### config.mk
export PLATFORM = sky130hd
export DESIGN_NAME = jt12_slot_regs
export DESIGN_NICKNAME = d
export VERILOG_FILES = /design/src/rtl/jt12_slot_regs.sv
export SDC_FILE = /design/constraint.sdc
export NUM_CORES = 2
export LEC_CHECK = 0
export CAP_MARGIN = 25
export CORE_ASPECT_RATIO = 1.75
export CORE_MARGIN = 2
export CORE_UTILIZATION = 60
export CTS_CLUSTER_SIZE = 20
export DETAILED_ROUTE_END_ITERATION = 7
export MAX_ROUTING_LAYER = met4
export PLACE_DENSITY = 0.84
export REMOVE_ABC_BUFFERS = 1
export SYNTH_ARGS = -nofsm -noshare
export SYNTH_HDL_FRONTEND = slang
export SYNTH_SLANG_ARGS = --single-unit
### constraint.sdc
create_clock -name i_clk -period 4.9 [get_ports i_clk]
set_input_delay 0.735 -clock i_clk [delete_from_list [all_inputs] [get_ports i_clk]]
set_output_delay 0.735 -clock i_clk [all_outputs]
set_load 0.1 [all_outputs]
### src/rtl/jt12_slot_regs.sv
// Operator-slot sequencer and per-slot register store with a queued host write path.
// Optional build macro JT12_SLOT_WRFWD_EN: merge a committing byte into slot_data on the same visit.
module jt12_slot_regs #(
  parameter int NUM_CH  = 6,
  parameter int FIFO_DW = 2
) (
  input  logic        i_rst,
  input  logic        i_clk,
  input  logic        i_clk_en,
  input  logic        i_wr_valid,
  output logic        o_wr_ready,
  input  logic [2:0]  i_wr_ch,
  input  logic [1:0]  i_wr_op,
  input  logic [2:0]  i_wr_reg,
  input  logic [7:0]  i_wr_data,
  output logic        o_wr_err,
  output logic        o_init_busy,
  output logic [2:0]  o_cur_ch,
  output logic [1:0]  o_cur_op,
  output logic        o_zero,
  output logic [55:0] o_slot_data
);

  localparam int SLOTS = 4 * NUM_CH;
  localparam int IW    = $clog2(SLOTS);
  localparam int DEPTH = 1 << FIFO_DW;
  localparam int CW    = FIFO_DW + 1;
  localparam logic [IW-1:0] NCH      = IW'(NUM_CH);
  localparam logic [2:0]    LAST_POS = 3'(NUM_CH - 1);

  typedef enum logic {
    ST_INIT = 1'b0,
    ST_RUN  = 1'b1
  } state_t;

  state_t          r_state, w_state_nxt;
  logic [IW-1:0]   r_init_cnt, w_init_cnt_nxt;
  logic            w_init_tc;
  logic            w_run;

  logic [2:0]      r_pos;
  logic [1:0]      r_op;
  logic [2:0]      w_nxt_pos;
  logic [1:0]      w_nxt_op;
  logic [2:0]      w_nxt_ch;
  logic [IW-1:0]   w_nxt_idx;
  logic            w_last_pos;

  logic [15:0]        r_fifo [DEPTH];
  logic [FIFO_DW-1:0] r_wptr, r_rptr;
  logic [CW-1:0]      r_count;
  logic               w_full, w_empty;
  logic [15:0]        w_head;
  logic [1:0]         w_head_op;
  logic [2:0]         w_head_ch;
  logic [2:0]         w_head_reg;
  logic [7:0]         w_head_data;
  logic               w_ch_ok, w_reg_ok, w_legal;
  logic               w_xfer, w_push, w_pop;

  logic [55:0]     r_mem [SLOTS];
  logic [55:0]     w_rd, w_rd_fwd;
  logic [55:0]     r_slot_data;
  logic            r_wr_err;

  // Position in the channel sequence maps to a channel code; the 6-channel core skips code 3.
  function automatic logic [2:0] f_pos2ch(input logic [2:0] pos);
    if (NUM_CH == 6 && pos >= 3'd3) return pos + 3'd1;
    return pos;
  endfunction

  always_comb begin
    w_state_nxt    = r_state;
    w_init_cnt_nxt = r_init_cnt;
    w_init_tc      = (r_init_cnt == '0);
    case (r_state)
      ST_INIT: begin
        if (i_clk_en) begin
          if (w_init_tc) w_state_nxt = ST_RUN;
          else           w_init_cnt_nxt = r_init_cnt - IW'(1);
        end
      end
      ST_RUN: begin
        w_state_nxt = ST_RUN;
      end
      default: begin
        w_state_nxt = ST_INIT;
      end
    endcase
  end

  always_ff @(posedge i_clk or posedge i_rst) begin
    if (i_rst) begin
      r_state    <= ST_INIT;
      r_init_cnt <= IW'(SLOTS - 1);
    end else begin
      r_state    <= w_state_nxt;
      r_init_cnt <= w_init_cnt_nxt;
    end
  end

  assign w_run = (r_state == ST_RUN);

  assign w_last_pos = (r_pos == LAST_POS);
  assign w_nxt_pos  = w_last_pos ? 3'd0 : r_pos + 3'd1;
  assign w_nxt_op   = w_last_pos ? r_op + 2'd1 : r_op;
  assign w_nxt_ch   = f_pos2ch(w_nxt_pos);
  assign w_nxt_idx  = IW'(w_nxt_op) * NCH + IW'(w_nxt_pos);

  always_ff @(posedge i_clk or posedge i_rst) begin
    if (i_rst) begin
      r_pos <= 3'd0;
      r_op  <= 2'd0;
    end else if (i_clk_en) begin
      r_pos <= w_nxt_pos;
      r_op  <= w_nxt_op;
    end
  end

  always_comb begin
    w_ch_ok = 1'b1;
    if (NUM_CH == 3)      w_ch_ok = (i_wr_ch < 3'd3);
    else if (NUM_CH == 6) w_ch_ok = (i_wr_ch != 3'd3) && (i_wr_ch != 3'd7);
  end

  assign w_reg_ok = (i_wr_reg <= 3'd6);
  assign w_legal  = w_ch_ok && w_reg_ok;

  assign w_full     = (r_count == CW'(DEPTH));
  assign w_empty    = (r_count == '0);
  assign o_wr_ready = w_run && !w_full;

  assign w_xfer = i_clk_en && i_wr_valid && o_wr_ready;
  assign w_push = w_xfer && w_legal;

  assign w_head      = r_fifo[r_rptr];
  assign w_head_op   = w_head[15:14];
  assign w_head_ch   = w_head[13:11];
  assign w_head_reg  = w_head[10:8];
  assign w_head_data = w_head[7:0];

  // Only the head may commit, and only as its target slot is about to become current.
  assign w_pop = i_clk_en && w_run && !w_empty &&
                 (w_head_op == w_nxt_op) && (w_head_ch == w_nxt_ch);

  always_ff @(posedge i_clk) begin
    if (w_push) r_fifo[r_wptr] <= {i_wr_op, i_wr_ch, i_wr_reg, i_wr_data};
  end

  always_ff @(posedge i_clk or posedge i_rst) begin
    if (i_rst) begin
      r_wptr  <= '0;
      r_rptr  <= '0;
      r_count <= '0;
    end else begin
      if (w_push) r_wptr <= r_wptr + FIFO_DW'(1);
      if (w_pop)  r_rptr <= r_rptr + FIFO_DW'(1);
      case ({w_push, w_pop})
        2'b10:   r_count <= r_count + CW'(1);
        2'b01:   r_count <= r_count - CW'(1);
        default: r_count <= r_count;
      endcase
    end
  end

  always_ff @(posedge i_clk) begin
    if (i_clk_en) begin
      if (!w_run)     r_mem[w_nxt_idx] <= '0;
      else if (w_pop) r_mem[w_nxt_idx][{w_head_reg, 3'b000} +: 8] <= w_head_data;
    end
  end

  assign w_rd = r_mem[w_nxt_idx];

`ifdef JT12_SLOT_WRFWD_EN
  always_comb begin
    w_rd_fwd = w_rd;
    if (w_pop) w_rd_fwd[{w_head_reg, 3'b000} +: 8] = w_head_data;
  end
`else
  assign w_rd_fwd = w_rd;
`endif

  always_ff @(posedge i_clk or posedge i_rst) begin
    if (i_rst) begin
      r_slot_data <= '0;
      r_wr_err    <= 1'b0;
    end else if (i_clk_en) begin
      r_slot_data <= w_run ? w_rd_fwd : 56'd0;
      r_wr_err    <= w_xfer && !w_legal;
    end
  end

  assign o_slot_data = r_slot_data;
  assign o_wr_err    = r_wr_err;
  assign o_init_busy = !w_run;
  assign o_cur_ch    = f_pos2ch(r_pos);
  assign o_cur_op    = r_op;
  assign o_zero      = (r_pos == 3'd0) && (r_op == 2'd0);

endmodule

### Yosys cells after proc, flatten, opt, wreduce, memory -nomap -nowiden

Memories as Yosys holds them, arrays and structs flattened. A register that Yosys moved wholly into a read port is not among the register bits.
Cells that the tools add are included.

| storage, ports and cells | value |
|---|---|
| register bits | 76 |
| RAM bits | 1408 |
| input bits | 20 |
| output and inout port bits | 65 |
| memories kept | 2 |

| cells by class | value |
|---|---|
| add/sub/neg operators | 10 |
| multiply operators | 1 |
| magnitude comparators | 3 |
| eq/ne operators | 8 |
| shift operators | 2 |
| mux-type cells | 78 |
| bitwise operators | 58 |
| reductions and logical operators | 22 |

Memory list:

| memory | depth | width | rd ports | clocked after Yosys merged registers in | write ports | RTL line | text |
|---|---|---|---|---|---|---|---|
| r_mem | 24 | 56 | 1 | 1 | 1 | 61 | `logic [55:0] r_mem [SLOTS];` |
| r_fifo | 4 | 16 | 1 | 0 | 1 | 49 | `logic [15:0] r_fifo [DEPTH];` |

Operator list:

| cell | number |
|---|---|
| 2-to-1 mux 56 bit | 2 |
| 2-to-1 mux 1 bit | 68 |
| OR 1 bit | 56 |
| variable shift 8 x 8 -> 56 bit (first input constant) | 1 |
| variable part select 8 x 8 -> 56 bit | 1 |
| 2-to-1 mux 3 bit | 5 |
| logical AND 1 bit | 12 |
| adder 3 x 1 -> 3 bit (second input constant) | 3 |
| negator 6 -> 8 bit | 1 |
| adder 2 x 1 -> 2 bit (second input constant) | 3 |
| equality test 3 bit (second input constant) | 2 |
| >= comparator 3 x 2 -> 1 bit (second input constant) | 2 |
| logical NOT 3 bit | 2 |
| one-hot mux 3 bit (2 select lines) | 1 |
| adder 5 x 3 -> 5 bit | 1 |
| logical NOT 5 bit | 1 |
| subtractor 5 x 1 -> 5 bit (second input constant) | 1 |
| logical NOT 1 bit | 4 |
| multiplier 2 x 2 -> 4 bit (second input constant) | 1 |
| equality test 3 bit | 1 |
| <= comparator 3 bit (second input constant) | 1 |
| inequality test 3 x 2 -> 1 bit (second input constant) | 1 |
| inequality test 3 bit (second input constant) | 1 |
| AND reduction 3 bit | 1 |
| 9 further kinds | 10 |

### Depth between registers and ports, before layout

| logic depth | value |
|---|---|
| word-level depth | 12 |
| gate-level depth with buffers | 17 |
| depth with buffers taken out | 14 |

### Worst setup path after synthesis

No wires, ideal clock.

| path | value |
|---|---|
| path kind | reg2reg |
| start | register r_op[0] (netlist: o_cur_op[0]) |
| end | memory r_mem[22][48], enable pin |
| library setup time | 0.370 ns |
| data arrival time | 4.105 ns |
| data required time | 4.530 ns |
| slack | 0.425 ns |
| stages on the path, launching flop included | 13 |
| clock period less this slack | 4.475 ns |
| cell sequence | dfrtp_1 > inv_1 > ha_1 > mux2i_2 > inv_1 > ha_1 > fa_1 > clkbuf_1 > clkbuf_1 > clkbuf_1 > nor3_1 > nand2_1 > nor2_1 |

| on the way | value |
|---|---|
| word-level cells in the longest chain between the ends | 10 |
| elaborated cells between the ends (all ways) | 12 |
| those cells by class | add/sub: 2; mul: 1; eq/ne: 1; mux: 5; bitwise: 1; reduce/logical: 2 |

Ends and longest elaborated chain:

| item | RTL line | text |
|---|---|---|
| start: declaration | 42 | `logic [1:0] r_op;` |
| start signal: assignment | 116 | `r_op <= w_nxt_op;` |
| adder 2 x 1 -> 2 bit * | 106 | `assign w_nxt_op = w_last_pos ? r_op + 2'd1 : r_op;` |
| 2-to-1 mux 2 bit * | 106 |  |
| named net w_nxt_op[1] | 44 | `logic [1:0] w_nxt_op;` |
| branches (longest 8 deep; another with adder 5 x 3 -> 5 bit) | n/a |  |
| end: declaration | 61 |  |

Mark *: on every way through the listed nets, which the timed path passes.

==> flow_summary.yaml <==
sta:
  fin_tns_setup_ps: 0
  rsz0062_at_grt: "true"
  finClkSkew_ps: 28.8
  worstMarginPinSlew_ps: 1170
  timing.fmax_ghz: 0.207
  worst_slew_margin_rel_pct: 21.1
  hold_viol_final: 0
  period_share_pct: 98.4
  slew_viol_final: 0
  finalCriticalPeriod_ps: 4820
  setup_viol: 0
clocking:
  cts_tree: "built"
  cts_made_buffers: 115
  clkLatencyLatePin_ps: 730
  cts_root_buf: "clkbuf_16"
  clock_path_buffers: 3
  cts_hold_buf: 0
  h-tree-depth: 3
  clkTransAtPathRegs_ps: 70
  cts_sinks: 1484
layout:
  syn2layout_area_growth_pct: 12.3
  fin_cells: 4786
  layout.nets: 3423
  layout-drive-gt1-share_pct: 19.6
  utilization_pct: 67.8
global_route:
  overflow: 0
  grt_pass1_vias: 33419
  antenna_found_initial: 5
  grt_max_degree: 128
  track_usage_pct: 32.5
  grt_first_pass_wirelength_mm: 224
placement:
  portBuffers: 84
  gp_congestion: 1.02
  post-place-cells: 4563
  dp_hpwl_mm: 92.8
critical_path:
  path_cells: "inv_1, ha_1, and2_1, mux2i_2, inv_1, ha_1, fa_4, buf_4, buf_8, nor2_1, a2111oi_0, a221oi_1, a31oi_1"
  critPathTopFamily: "adder cells"
  timing.critical_path.buf_inv: 4
  timing_worst_setup_path_type: "flip-flop to flip-flop"
  required_ps: 5510
  worstSetupStartpointType: "flip-flop"
  slowest_stage: "fa_4"
  worstPathArrival_ps: 5430
  rrSetupSlack_ps: 80
  path_max_fanout: 60
  cp_slowest_stage_delay_ps: 870
  worstSetupEndpointType: "flip-flop"
routing:
  vias: 33452
  wire_per_inst_um: 32.7
  antenna_left: 0
  drtIter0Drc: 5257
  vias_per_cell: 6.99
  drt-total-wl_mm: 157
  drc_errors: 0
  dr.pass1.iters: 6
synthesis:
  synth_warnings: 0
  synth_edf_count: 1408
  synth_cell_types: 55
  synthCells: 3223
  synthFlopType: "edfxtp_1"
  synthArstFlopShare_pct: 5.12
  synth-seq-cells: 1484
  synth_area_leaders: "edfxtp_1 72%, mux4_2 9.3%, dfrtp_1 3.1%"
  yosys.area.top_type: "edfxtp_1"
  synth_top_area_share_pct: 72.4
  syn_area_um2: 58400
  avgSynthCellArea_um2: 18.1
  synth_common_cells: "1408 x edfxtp_1, 345 x nor2_1, 242 x mux4_2"
  yosysMostFrequentCell: "edfxtp_1"
  ys_seq_area_share_pct: 75.7
floorplan:
  core_area_um2: 96700
  initial_core_util_pct: 60.4
  die_area_um2: 99900
  die_w_um: 240
  ioPinCount: 85
  die_h_um: 417
  rows: 151
run:
  cap_violations: 0
run_status:
  status: "complete, no violations"
hold_path:
  hold_class: "flip-flop to flip-flop"
## routing by layer
layer / wire (um) / track usage [%] / vias up / share of wire, %
li1: - / - / 13201 / -
met1: 48500 / 37.1 / 16644 / 31
met2: 78600 / 52.0 / 2932 / 50
met3: 17100 / 6.71 / 675 / 11
met4: 12500 / 21.5 / 0 / 8.0
met5: 0 / - / - / 0
## kinds of logic after synthesis
| family | share of synthesized area (%) |
|---|---|
| adders and majority gates | 0.476 |
| and+or+nand+nor | 5.73 |
| xor gates and xnor gates | 0.255 |
| DFF | 75.7 |
| AOI/OAI and AO/OA | 5.46 |
| muxes | 10.6 |
| buffers and inverters | 1.82 |
## flip-flops by register name, indices dropped and copies added, names as in the netlist, named ones only
name / flops
r_rptr: 2
r_mem: 1344
r_wptr: 2
o_wr_err: 1
r_state: 1
r_fifo: 64
r_init_cnt: 5
r_count: 3
o_cur_op: 2
r_pos: 3
## final timing paths
check,from,end,cells after the start
min in group asynchronous,i_rst,asynchronous set/reset pin,2
max reg2reg,r_pos[1],flip-flop,13
min reg2reg,r_init_cnt[4],r_init_cnt[4],1
max in group asynchronous,i_rst,asynchronous set/reset pin,3
max,r_pos[1],flip-flop,13
min,r_init_cnt[4],r_init_cnt[4],1
## cells in the final DEF, fill, tap and decap left out, types with 24 or more instances in the layout
cell type        synthesis  final
edfxtp_1              1408   1408
nor2_1                 345    304
mux4_2                 242    242
buf_4                    5    162
clkbuf_16                0    117
nand2_1                116    111
o21ai_0                 83     83
clkdlybuf4s50_1          0     80
a31oi_1                 78     74
mux2i_1                 72     72
dfrtp_1                 72     71
nor2b_1                 69     63
nand3_1                 61     61
a41oi_1                 59     59
a211oi_1                55     55
a221oi_1                51     51
and2_1                  43     43
nor2_2                   0     37
nor3b_1                 36     36
a2111oi_0               32     32
and3_1                  26     26
inv_1                   26     25
a22oi_1                 24     24
## cell type report
cell class,instances,area [um2]
diodes,5,12.5
clock buffers,145,3150
clock inverters,71,813
fillers,5686,31200
inverters,27,104
multi-input cells,1499,13400
flip-flops and latches,1484,44200
well taps,1300,1630
repair buffers,255,2270
## through the flow
stage	worst slack [ps]	area (um2)	hold slack, ps
after floorplan	-15330	57400	441
after global placement	239	61400	445
after detailed placement	14.3	61400	449
after CTS	-41.3	65400	459
after global routing	-119	65600	477
final	76.0	65600	458
## timing repair
action                                  CTS  global route
setup buffers                             0             0
endpoints found under the setup margin   59           380
gates resized for setup                   5            39
pin swaps                                 0             0
Power is left out: the tool's default activity adds up to more than one toggle a clock period on the data nets, which glitch-free logic cannot reach.
